## config.mk

```make
export PLATFORM = sky130hd
export DESIGN_NAME = rr_token_arbiter
export DESIGN_NICKNAME = d
export VERILOG_FILES = /design/src/rtl/arb_pkg.sv /design/src/rtl/onehot_encoder.sv /design/src/rtl/rr_token_arbiter.sv
export SDC_FILE = /design/constraint.sdc
export NUM_CORES = 1
export LEC_CHECK = 0
export BUFFER_PORTS_ARGS = -buffer_cell sky130_fd_sc_hd__buf_2
export CORE_UTILIZATION = 45
export CTS_CLUSTER_SIZE = 16
export DETAILED_ROUTE_END_ITERATION = 16
export GPL_TIMING_DRIVEN = 0
export HOLD_SLACK_MARGIN = 0.08
export SETUP_SLACK_MARGIN = 0.05
export SLEW_MARGIN = 10
export SYNTH_ARGS = -nofsm -noshare
export SYNTH_HDL_FRONTEND = slang
export SYNTH_SLANG_ARGS = --single-unit
```

## constraint.sdc

```tcl
create_clock -name CLK -period 9.4 [get_ports CLK]
set_input_delay 0.94 -clock CLK [delete_from_list [all_inputs] [get_ports CLK]]
set_output_delay 0.94 -clock CLK [all_outputs]
set_load 0.02 [all_outputs]
```

## src/rtl/arb_pkg.sv

```systemverilog
// Shared constants and state encoding for the round-robin token arbiter.
// Combinational-free package; no latency or backpressure of its own.
// Imported by the arbiter top.
package arb_pkg;

    localparam int N_REQ        = 16;
    localparam int IDX_W        = 4;
    localparam int MAX_HOLD_DEF = 8;

    typedef enum logic [0:0] {
        ST_IDLE  = 1'b0,
        ST_GRANT = 1'b1
    } arb_state_t;

endpackage

```

## src/rtl/onehot_encoder.sv

```systemverilog
// One-hot to binary index encoder built as an OR tree.
// Latency: purely combinational, zero cycles.
// Backpressure: none; output follows input.
module onehot_encoder #(
    parameter int N     = 16,
    parameter int IDX_W = 4
) (
    input  logic [N-1:0]     onehot,
    output logic [IDX_W-1:0] idx
);

    // Index bit j is the OR of every input whose position has bit j set.
    always_comb begin
        idx = '0;
        for (int j = 0; j < IDX_W; j++) begin
            for (int i = 0; i < N; i++) begin
                if (((i >> j) & 1) == 1) begin
                    idx[j] = idx[j] | onehot[i];
                end
            end
        end
    end

endmodule

```

## src/rtl/rr_token_arbiter.sv

```systemverilog
// Round-robin arbiter with a rotating one-hot token and bounded hold time.
// Latency: grant registered one edge after REQ is sampled in idle; one idle cycle between grants.
// Backpressure: holder releases on DONE, withdrawal, or forced timeout after MAX_HOLD cycles.
module rr_token_arbiter #(
    parameter int N        = arb_pkg::N_REQ,
    parameter int IDX_W    = arb_pkg::IDX_W,
    parameter int MAX_HOLD = arb_pkg::MAX_HOLD_DEF
) (
    input  logic             CLK,
    input  logic             RST_N,
    input  logic [N-1:0]     REQ,
    input  logic             DONE,
    output logic [N-1:0]     GNT,
    output logic [IDX_W-1:0] GNT_IDX,
    output logic             GNT_VLD,
    output logic             TIMEOUT
);

    import arb_pkg::*;

    localparam int HOLD_W = (MAX_HOLD > 1) ? $clog2(MAX_HOLD) : 1;
    localparam logic [HOLD_W-1:0] HOLD_LAST = HOLD_W'(MAX_HOLD - 1);

    arb_state_t        state;
    logic [N-1:0]      ptr;
    logic [HOLD_W-1:0] hold;

    logic [IDX_W-1:0]  ptr_idx;
    logic [IDX_W-1:0]  ffs;
    logic [2*N-1:0]    req_dbl;
    logic [2*N-1:0]    win_dbl;
    logic [N-1:0]      req_rot;
    logic [N-1:0]      win_rot;
    logic [N-1:0]      next_gnt;
    logic [IDX_W-1:0]  next_idx;
    logic              any_req;
    logic              rel_norm;
    logic              rel_max;

    // Rotate requests so the token position sits at bit 0, pick the lowest
    // set bit, then rotate the single winner back into place.
    always_comb begin
        ptr_idx = '0;
        for (int i = 0; i < N; i++) begin
            if (ptr[i]) begin
                ptr_idx = ptr_idx | IDX_W'(i);
            end
        end
        req_dbl = {REQ, REQ} >> ptr_idx;
        req_rot = req_dbl[N-1:0];
        ffs = '0;
        for (int i = N - 1; i >= 0; i--) begin
            if (req_rot[i]) begin
                ffs = IDX_W'(i);
            end
        end
        win_rot      = '0;
        win_rot[ffs] = any_req;
        win_dbl      = {win_rot, win_rot} << ptr_idx;
        next_gnt     = win_dbl[2*N-1:N];
    end

    assign any_req  = |REQ;
    assign rel_norm = DONE | ~|(REQ & GNT);
    assign rel_max  = (hold == HOLD_LAST);

    onehot_encoder #(
        .N     (N),
        .IDX_W (IDX_W)
    ) u_enc (
        .onehot (next_gnt),
        .idx    (next_idx)
    );

    always_ff @(posedge CLK or negedge RST_N) begin
        if (!RST_N) begin
            state   <= ST_IDLE;
            ptr     <= N'(1);
            hold    <= '0;
            GNT     <= '0;
            GNT_IDX <= '0;
            GNT_VLD <= 1'b0;
            TIMEOUT <= 1'b0;
        end else begin
            case (state)
                ST_IDLE: begin
                    TIMEOUT <= 1'b0;
                    if (any_req) begin
                        GNT     <= next_gnt;
                        GNT_IDX <= next_idx;
                        GNT_VLD <= 1'b1;
                        hold    <= '0;
                        state   <= ST_GRANT;
                    end
                end
                ST_GRANT: begin
                    if (rel_norm || rel_max) begin
                        GNT     <= '0;
                        GNT_IDX <= '0;
                        GNT_VLD <= 1'b0;
                        hold    <= '0;
                        ptr     <= {GNT[N-2:0], GNT[N-1]};
                        // Timeout is flagged only when the hold limit alone forced release.
                        TIMEOUT <= rel_max & ~rel_norm;
                        state   <= ST_IDLE;
                    end else begin
                        hold    <= hold + 1'b1;
                        TIMEOUT <= 1'b0;
                    end
                end
                default: state <= ST_IDLE;
            endcase
        end
    end

endmodule
```

==> qor.yml, run 1 <==
outcome: "finished clean"
cts_setup_buffers: 0
setup_viol: 0
synth-edff-count: 0
yosysWarnings: 0
synth_cells: 487
dpl-instance-area_um2: 4270
setup_tns_ps: 0
gr-total-overflow: 0
grt_pass1_wl_um: 21600
hold_path_class: "reg2reg"
relSlewSlack_pct: 26.0
startpoint_type: "flop"
insertion_delay_ps: 290
drt-total-wl_um: 13700
core.rowCount: 33
cts.sinks: 41
seq_area_um2: 1030
clkSlewWorstSetupHoldPaths_ps: 80
place_congestion: 0.949
worstMarginPinSlew_ps: 1100
yosysTopAreaCellShare_pct: 26.0
h-tree-depth: 2
ant_nets: 0
final_area_um2: 4390
cp_data_arrival_time_ps: 5500
ff2ff_path_depth: 17
hold_depth: 2
fmax_mhz: 187
drive_gt1_share_pct: 18.7
tritoncts: "done"
synth_seq_cells: 41
cts_hold_buf: 0
synthFlopType: "dfrtp_1"
coreArea_um2: 8340
post-dp-hpwl_um: 10600
routedWlPerCell_um: 21.5
synth_area_per_cell_um2: 8.10
synth_top_cell_by_area: "dfrtp_1"
ctsResizeCount: 0
asyncSetResetFlopFracSynth_pct: 100
antenna_cells: 0
ios: 41
grt_pass1_vias: 4090
die_y_um: 95.6
synthDistinctLibCells: 67
skew_ps: 9.87
drc: 0
grtUsageTotal_pct: 31.1
synth_area_leaders: "dfrtp_1, mux2_2, nand4_1"
synth_area_um2: 3940
hold_violations: 0
syn_to_final_growth_pct: 11.4
vias_per_cell: 6.98
ys_seq_area_share_pct: 26.0
antenna_found_initial: 0
fin_crit_ps: 5330
fin_nets: 555
crit_type: "reg2reg"
drv_cap: 0
end_kind: "flop"
synth.net_count: 508
vias: 4464
drtIter0Drc: 339
fillers: 844
cts-root-buf: "clkbuf_8"
cts_buffer_depth: 2
finalCritPeriodShare_pct: 56.8
rsz0062_at_grt: "no"
multiInputGateArea_um2: 2760
whs_ps: 488
first_pass_iters: 7
die_w_um: 95.6
start_util_pct: 47.3
numCtsBuffers: 5
port_buffers: 40
worstPathRequired_ps: 9560
grt_max_degree: 42
die_area_um2: 9140
drv_slew: 0
worstPathMaxFanout: 10
[metal layers]
layer  vias to the layer above  GRT usage [%]  routed length, um
li1                       2022              -                  -
met1                      2178           43.0               6180
met2                       234           49.3               6210
met3                        30           5.02                998
met4                         0           9.83                354
met5                         -              0                  0
[critical path, cell delays in order, from the launching register on]
cell	delay (ps)
dfrtp_1	430
or4_1	630
nor2_1	380
buf_2	310
buf_1	410
nand3_1	220
a31oi_1	530
nor2_1	90
o211a_1	200
and2_1	160
clkbuf_1	200
and2_1	240
a22oi_1	210
nor2_1	70
a211oi_1	390
mux2i_1	240
nor4_4	340
a32oi_1	140
[cells by family (layout without fill, tap and decap cells)]
| group | count (synthesis) | in the layout | share of synthesized area (%) |
|---|---|---|---|
| compound gates | 145 | 145 | 26.8 |
| xor+xnor | 1 | 1 | 0.222 |
| fa+ha+maj | 2 | 2 | 0.635 |
| buf+inv | 34 | 82 | 3.90 |
| flops | 41 | 41 | 26.0 |
| mux | 42 | 42 | 11.7 |
| simple gates | 222 | 222 | 30.7 |
[per-stage QoR]
stage	worst slack (ps)	util (%)	std cells
finish	4070	52.6	640
detailed placement	4220	51.2	632
global route	3660	52.6	640
CTS	4180	52.6	640
global placement	4180	51.2	632
floorplan	5010	-	487
[layout by cell type (no fill, tap or decap), types with 4 or more instances in the layout]
| cell | synthesis | layout |
|---|---|---|
| mux2_2 | 26 | 26 |
| a32oi_1 | 8 | 8 |
| nor2_1 | 27 | 27 |
| a21o_1 | 5 | 5 |
| nand4_1 | 41 | 41 |
| nor4_1 | 10 | 10 |
| or4_1 | 4 | 4 |
| nor3_1 | 4 | 4 |
| o31ai_1 | 8 | 8 |
| buf_1 | 5 | 5 |
| buf_2 | 6 | 46 |
| clkbuf_1 | 18 | 19 |
| a31oi_1 | 7 | 7 |
| o21ai_0 | 31 | 31 |
| a32o_1 | 4 | 4 |
| a211oi_1 | 7 | 7 |
| nand3_1 | 40 | 40 |
| a22o_1 | 10 | 10 |
| o21ai_1 | 4 | 4 |
| dfrtp_1 | 41 | 41 |
| mux2i_1 | 14 | 14 |
| clkbuf_8 | 0 | 6 |
| nand2_1 | 48 | 48 |
| and3_1 | 9 | 9 |
| or2_2 | 4 | 4 |
| and2_1 | 17 | 17 |
| a22oi_1 | 11 | 11 |
| a21oi_1 | 14 | 14 |
[sequential cells by signal, summed over array words and instances (netlist names)]
register / flops
hold: 3
GNT_VLD: 1
GNT: 16
ptr: 15
state: 1
TIMEOUT: 1
GNT_IDX: 4
[path summary, 6_finish.rpt]
check                            from          to  slack (ps)
max in group asynchronous       RST_N     TIMEOUT        8060
min reg2reg                GNT_IDX[0]  GNT_IDX[0]         490
min                        GNT_IDX[0]  GNT_IDX[0]         490
max                           ptr[13]  GNT_IDX[3]        4070
max reg2reg                   ptr[13]  GNT_IDX[3]        4070
min in group asynchronous       RST_N     hold[1]         780
[final cells by class]
class,count,area share (%)
repair buffers,40,4.56
plain buffers,32,3.33
inverters,2,0.171
clock inverters,1,0.684
flip-flops and latches,41,23.4
well taps,105,2.99
clock buffers,7,1.97
multi-input cells,412,62.9
[Yosys cell counts (all sizes together), types with 4 or more instances]
master and number:
a32oi 8, a22o 10, a31oi 7, a32o 4, nand3 40, buf 14
o21ai 35, a22oi 11, a211oi 7, nor3 4, nor4 14, dfrtp 41
a21o 5, or2 6, clkbuf 18, a21oi 14, nor2 28, nand2 48
nand4 41, or4 5, mux2 28, and2 17, o31ai 8, o211ai 4
a31o 4, mux2i 14, and3 9
Power of run 1 is not shown: default switching activity piles up to over one toggle a cycle in this logic, so the estimate is an artifact.
==> run 2, diff against run 1 <==
--- a/config.mk
+++ b/config.mk
@@ -5,12 +5,14 @@
 export SDC_FILE = /design/constraint.sdc
 export NUM_CORES = 1
 export LEC_CHECK = 0
+export ABC_AREA = 1
 export BUFFER_PORTS_ARGS = -buffer_cell sky130_fd_sc_hd__buf_2
 export CORE_UTILIZATION = 45
 export CTS_CLUSTER_SIZE = 16
 export DETAILED_ROUTE_END_ITERATION = 16
 export GPL_TIMING_DRIVEN = 0
 export HOLD_SLACK_MARGIN = 0.08
+export PLACE_DENSITY = 0.66
 export SETUP_SLACK_MARGIN = 0.05
 export SLEW_MARGIN = 10
 export SYNTH_ARGS = -nofsm -noshare
==> constraint.sdc (replaced) <==
create_clock -name CLK -period 4.6 [get_ports CLK]
set_input_delay 0.46 -clock CLK [delete_from_list [all_inputs] [get_ports CLK]]
set_output_delay 0.46 -clock CLK [all_outputs]
set_load 0.02 [all_outputs]
==> run 2 against run 1 <==
  * Global-route usage fell by 3.4 points
  * Area after synthesis rose by 1.6%
  * Sequential cell count did not move
  * Highest routed layer unchanged
  * Routed wire length fell by 7.6%
  * Critical path depth rose by 9
  * First-iteration DRC count fell by 13%
  * Worst hold slack got worse by 210 ps
  * Synthesized cell count rose by 40%
  * Non-clock buffer count fell by 1
  * Clock skew fell by 4.2 ps
  * Die area rose by 1.5%
  * Count of clock-buffer cells in the layout fell by 2
==> qor.yml, run 2 <==
outcome: "finished clean"
top_regs: "GNT x16, ptr x15, GNT_IDX x4"
ant_nets: 0  # unchanged
synth.net_count: 704  # +39%
port_buffers: 40  # unchanged
drtIter0Drc: 296  # -13%
vias: 4811  # +7.8%
insertion_delay_ps: 300  # about the same
top_register: "GNT"
post-dp-hpwl_um: 9990  # -5.8%
vias_per_cell: 5.73  # -18%
yosysTopAreaCellShare_pct: 27.2  # +1.2 points
die_w_um: 96.3  # +0.76%
final_util_pct: 51.0  # -1.6 points
start_util_pct: 46.1  # -1.1 points
yosysMostFrequentCell: "nand2_1"
clkSlewWorstSetupHoldPaths_ps: 80  # about the same
ios: 41  # unchanged
ff2ff_path_depth: 26  # +9
final_area_um2: 4430  # +0.80%
synth_commonest_cells: "nand2_1, nand3_1, inv_1"
synthDistinctLibCells: 32  # -52%
drv_cap: 0  # unchanged
yosysWarnings: 0  # unchanged
synth_cells: 683  # +40%
synth_seq_cells: 41  # unchanged
mostFrequentLayoutCells: "nand2_1, nand3_1, buf_2, inv_1, dfrtp_1"
h-tree-depth: 2  # unchanged
numCtsBuffers: 5  # unchanged
skew_ps: 5.63  # -4.24 ps
cts_setup_buffers: 0  # unchanged
grt_max_degree: 42  # unchanged
fmax_mhz: 251  # +34%
critPathMaxStageDelay_ps: 400  # -230 ps
coreArea_um2: 8680  # +4.1%
antenna_cells: 0  # unchanged
antenna_found_initial: 0  # unchanged
drv_slew: 0  # unchanged
setup_viol: 0  # unchanged
fin_nets: 751  # +35%
worstMarginPinSlew_ps: 897  # -204 ps
synth_area_um2: 4000  # +1.6%
asyncSetResetFlopFracSynth_pct: 100  # unchanged
startpoint_type: "flop"
cp_data_arrival_time_ps: 4210  # -1290 ps
synthFlopType: "dfrtp_1"
synth_top_family_by_area: "simple AND/OR/NAND/NOR gates"
fin_ws_ps: 623  # -3440 ps
synth_compound_area_share_pct: 11.9  # -15 points
cts_hold_buf: 0  # unchanged
synth_area_per_cell_um2: 5.86  # -28%
rsz0062_at_grt: "no"
ys_seq_area_share_pct: 25.6  # -0.40 points
r2r_end: "GNT_IDX[2]"
setup_tns_ps: 0  # unchanged
dp_slack_ps: 715  # -3510 ps
hold_path_class: "in2async"
synth-simple-area-share_pct: 52.3  # +22 points
hold_violations: 0  # unchanged
relSlewSlack_pct: 40.2  # +14 points
ctsResizeCount: 0  # unchanged
synth_top_cell_by_area: "nand2_1"
synth-edff-count: 0  # unchanged
core.rowCount: 34  # +3.0%
largest_reg_flops: 16  # unchanged
place_congestion: 0.958  # +0.99%
crit_path_top_delay_cell: "dfrtp_1"
syn_to_final_growth_pct: 10.5
routedWlPerCell_um: 15.1  # -29%
finalCritPeriodShare_pct: 86.5  # +30 points
cts_buffer_depth: 2  # unchanged
end_kind: "flop"
worstSetupStartpoint: "ptr[13]"
gr-total-overflow: 0  # unchanged
drc: 0  # unchanged
r2r_start: "ptr[13]"
worstPathMaxFanout: 10  # unchanged
worstPathRequired_ps: 4830  # -4730 ps
first_pass_iters: 5  # -2
tritoncts: "done"
endpoint: "GNT_IDX[2]"
synth_mux_area_share_pct: 0  # -12 points
r2r_slack_ps: 620  # -3440 ps
synthAdderAreaFrac_pct: 0.625  # -0.0097 points
synth_xor_area_share_pct: 0  # -0.22 points
drive_gt1_share_pct: 13.7  # -5.0 points
cts.sinks: 41  # unchanged
cp_common_cell: "nand2_1"
cts-root-buf: "clkbuf_8"
grtUsageTotal_pct: 27.7  # -3.4 points
die_area_um2: 9280  # +1.5%
drt-total-wl_um: 12700  # -7.6%
crit_type: "reg2reg"
dpl-instance-area_um2: 4340  # +1.5%
synth_area_leaders: "nand2_1, dfrtp_1, nand3_1"
grt_pass1_wl_um: 19800  # -8.2%
grt_pass1_vias: 4257  # +4.1%
fin_crit_ps: 3980  # -1360 ps
layout.cells.most_common: "nand2_1"
die_y_um: 96.3  # +0.76%
==> run 2: cell types whose count changed after synthesis, moves of 9 or more <==
cell,change
o21ai_1,+11
a22oi_1,-11
inv_1,+46
a21oi_1,-11
and2_1,-16
nand3_1,+72
and3_1,-9
nand4_1,-24
o22ai_1,+19
a22o_1,-10
nand2_1,+242
mux2i_1,-14
mux2_2,-26
==> run 2: metrics by stage <==
stage,std cells,hold WS [ps]
2_1_floorplan,683,164
3_3_place_gp,831,452
3_5_place_dp,831,462
4_1_cts,839,312
5_1_grt,839,337
6_report,839,281
==> run 2: final cells by class <==
cell class	instances	area, um^2
Buffer	31	169
Clock buffer	5	68.8
Clock inverter	3	17.5
Fill cell	916	4250
Inverter	57	216
Multi-Input combinational cell	554	2590
Sequential cell	41	1030
Tap cell	108	135
Timing Repair Buffer	40	200
==> run 2: critical path, delay by kind of cell (launching register included) <==
| family | cells | cell delay, ps |
|---|---|---|
| AOI/OAI and AO/OA | 3 | 740 |
| buffers and inverters | 4 | 650 |
| DFF | 1 | 400 |
| and+or+nand+nor | 19 | 2100 |
==> run 2: worst min path at each step <==
stage	start	slack (ps)	end	depth (start not counted)
global route	DONE	340	TIMEOUT	2
floorplan	RST_N	160	GNT[0]	0
finish	RST_N	280	ptr[9]	1
detailed placement	GNT_VLD	460	GNT_VLD	2
global placement	GNT_VLD	450	GNT_VLD	2
CTS	RST_N	310	ptr[2]	1
==> run 2: cells by family (layout without fill, tap and decap cells) <==
| logic type | Yosys count | in the layout |
|---|---|---|
| simple gates | 471 | 471 |
| buf+inv | 88 | 136 |
| compound gates | 81 | 81 |
| fa+ha+maj | 2 | 2 |
| flops | 41 | 41 |
==> run 2: layer usage <==
metal  vias to the layer above  GRT usage [%]  part of all wire (%)
li1                       2341              -                     -
met3                        26           2.84                   6.0
met1                      2270           38.2                    46
met5                         -              0                     0
met2                       174           45.1                    46
met4                         0           8.95                   2.2
Power of run 2 is left out for the same reason.
==> run 3, diff against run 2 <==
--- a/config.mk
+++ b/config.mk
@@ -7,12 +7,14 @@
 export LEC_CHECK = 0
 export ABC_AREA = 1
 export BUFFER_PORTS_ARGS = -buffer_cell sky130_fd_sc_hd__buf_2
+export CORE_MARGIN = 3
 export CORE_UTILIZATION = 45
 export CTS_CLUSTER_SIZE = 16
 export DETAILED_ROUTE_END_ITERATION = 16
 export GPL_TIMING_DRIVEN = 0
 export HOLD_SLACK_MARGIN = 0.08
 export PLACE_DENSITY = 0.66
+export RECOVER_POWER = 100
 export SETUP_SLACK_MARGIN = 0.05
 export SLEW_MARGIN = 10
 export SYNTH_ARGS = -nofsm -noshare
==> run 3 against run 2 <==
  * Via count down 1.0%
  * Cell area shrank 0.20%
  * Non-clock buffer count unchanged
  * Count of clock-buffer cells in the layout rose by 1
  * Critical path type unchanged
  * The flow now finishes with violations (max-capacitance violations, max-slew violations)
  * Clock skew rose by 3.4 ps
  * Worst hold slack better by 56 ps
  * Register-to-register slack got worse by 140 ps
  * First-iteration DRC count up 23%
  * Highest routed layer unchanged
  * Setup slack lost 140 ps
  * Final cell count decreased by 0.36%
==> qor.yml, run 3 (synthesis results as in run 2) <==
outcome: "finished with violations"
failed_checks: "max-capacitance violations, max-slew violations"
drt-total-wl_um: 12800  # +0.73%
fin_crit_ps: 4110  # +137 ps
startpoint_type: "flop"
mostFrequentLayoutCells: "nand2_1, nand3_1, inv_1, dfrtp_1, clkbuf_1"
cts_hold_buf: 0  # unchanged
die_w_um: 100  # +4.2%
r2r_start: "ptr[9]"
place_congestion: 0.972  # +1.4%
ant_nets: 0  # unchanged
crit_type: "reg2reg"
cts-root-buf: "clkbuf_8"
fin_ws_ps: 486  # -137 ps
crit_path_top_delay_cell: "dfrtp_1"
syn_to_final_growth_pct: 10.3
critPathMaxStageDelay_ps: 410  # about the same
dp.cells: 828  # -0.36%
ctsResizeCount: 0  # unchanged
grt_max_degree: 42  # unchanged
post-dp-hpwl_um: 10200  # +1.9%
die_area_um2: 10100  # +8.5%
r2r_end: "GNT_IDX[1]"
coreArea_um2: 8420  # -2.9%
drive_gt1_share_pct: 9.99  # -3.7 points
hold_violations: 0  # unchanged
skew_ps: 9.04  # +3.41 ps
worstPathMaxFanout: 9  # -1
routedWlPerCell_um: 15.3  # +1.1%
cts_buffer_depth: 2  # unchanged
numCtsBuffers: 5  # unchanged
tritoncts: "done"
end_kind: "flop"
top_register: "GNT"
ff2ff_path_depth: 28  # +7.7%
hold_path_class: "in2reg"
r2r_slack_ps: 490  # -140 ps
drc: 0  # unchanged
hold_end: "TIMEOUT"
h-tree-depth: 2  # unchanged
fmax_mhz: 243  # -3.3%
grtUsageTotal_pct: 25.6  # -2.1 points
vias_per_cell: 5.70  # -0.64%
setup_tns_ps: 0  # unchanged
relSlewSlack_pct: -42.1  # -82 points
top_regs: "GNT x16, ptr x15, GNT_IDX x4"
cp.depth: 28  # +7.7%
worstMarginPinSlew_ps: 2130  # +1230 ps
port_buffers: 40  # unchanged
rsz0062_at_grt: "no"
cp_data_arrival_time_ps: 4310  # +100 ps
first_pass_iters: 5  # unchanged
hold_start: "DONE"
core.rowCount: 33  # -2.9%
grt_pass1_vias: 4471  # +5.0%
cts_setup_buffers: 0  # unchanged
antenna_found_initial: 0  # unchanged
crit_family: "simple AND/OR/NAND/NOR gates"
fin_nets: 751  # unchanged
worstPathRequired_ps: 4790  # -40 ps
drv_cap: 1  # +1
grt_pass1_wl_um: 21000  # +6.2%
layout.cells.most_common: "nand2_1"
setup_viol: 0  # unchanged
largest_reg_flops: 16  # unchanged
insertion_delay_ps: 300  # about the same
hold_depth: 2
final_area_um2: 4420  # -0.20%
antenna_cells: 0  # unchanged
cts.sinks: 41  # unchanged
die_y_um: 100  # +4.2%
start_util_pct: 47.5  # +1.4 points
ios: 41  # unchanged
drtIter0Drc: 364  # +23%
drv_slew: 42  # +42
dp_slack_ps: 709  # -6.46 ps
finalCritPeriodShare_pct: 89.4  # +3.0 points
gr-total-overflow: 0  # unchanged
instances_no_fill: 836  # -0.36%
cp_common_cell: "nand2_1"
vias: 4763  # -1.0%
dpl-instance-area_um2: 4340  # about the same
clkSlewWorstSetupHoldPaths_ps: 90  # about the same
crit_buf_inv: 2  # -2
## run 3: changes by cell type in the layout (fill, tap and decap cells not counted), sizes merged
| cell | change |
|---|---|
| buf | -23 |
| clkinv | -2 |
| bufinv | +1 |
| clkbuf | +24 |
## run 3: worst max-delay path by stage
stage / from / to
6_report: ptr[9] / GNT_IDX[1]
5_1_grt: ptr[9] / GNT_IDX[1]
4_1_cts: ptr[12] / GNT_IDX[0]
3_5_place_dp: ptr[12] / GNT_IDX[0]
3_3_place_gp: ptr[12] / GNT_IDX[0]
2_1_floorplan: ptr[11] / GNT_IDX[1]
## run 3: metal layers
layer | up-vias | track usage (%) | wire length (um)
met4 | 0 | 5.28 | 182
met5 | - | 0 | 0
met1 | 2199 | 35.3 | 5710
met2 | 203 | 42.1 | 5910
li1 | 2337 | - | -
met3 | 24 | 4.52 | 994
## run 3: per-stage QoR
step | hold WS [ps] | utilization (%)
after global routing | 335 | 52.4
after detailed placement | 471 | 51.5
after floorplan | 164 | -
after global placement | 455 | 51.5
final | 336 | 52.4
after CTS | 310 | 52.9
## run 3: layout make-up
class	instances	area, um^2
buffer	31	169
clock buffer	6	82.6
clock inverter	2	37.5
fill	885	4010
inverter	57	216
multi-input combinational	554	2580
sequential	41	1030
tap	105	131
timing repair buffer	40	171
Power of run 3 is left out for the same reason.
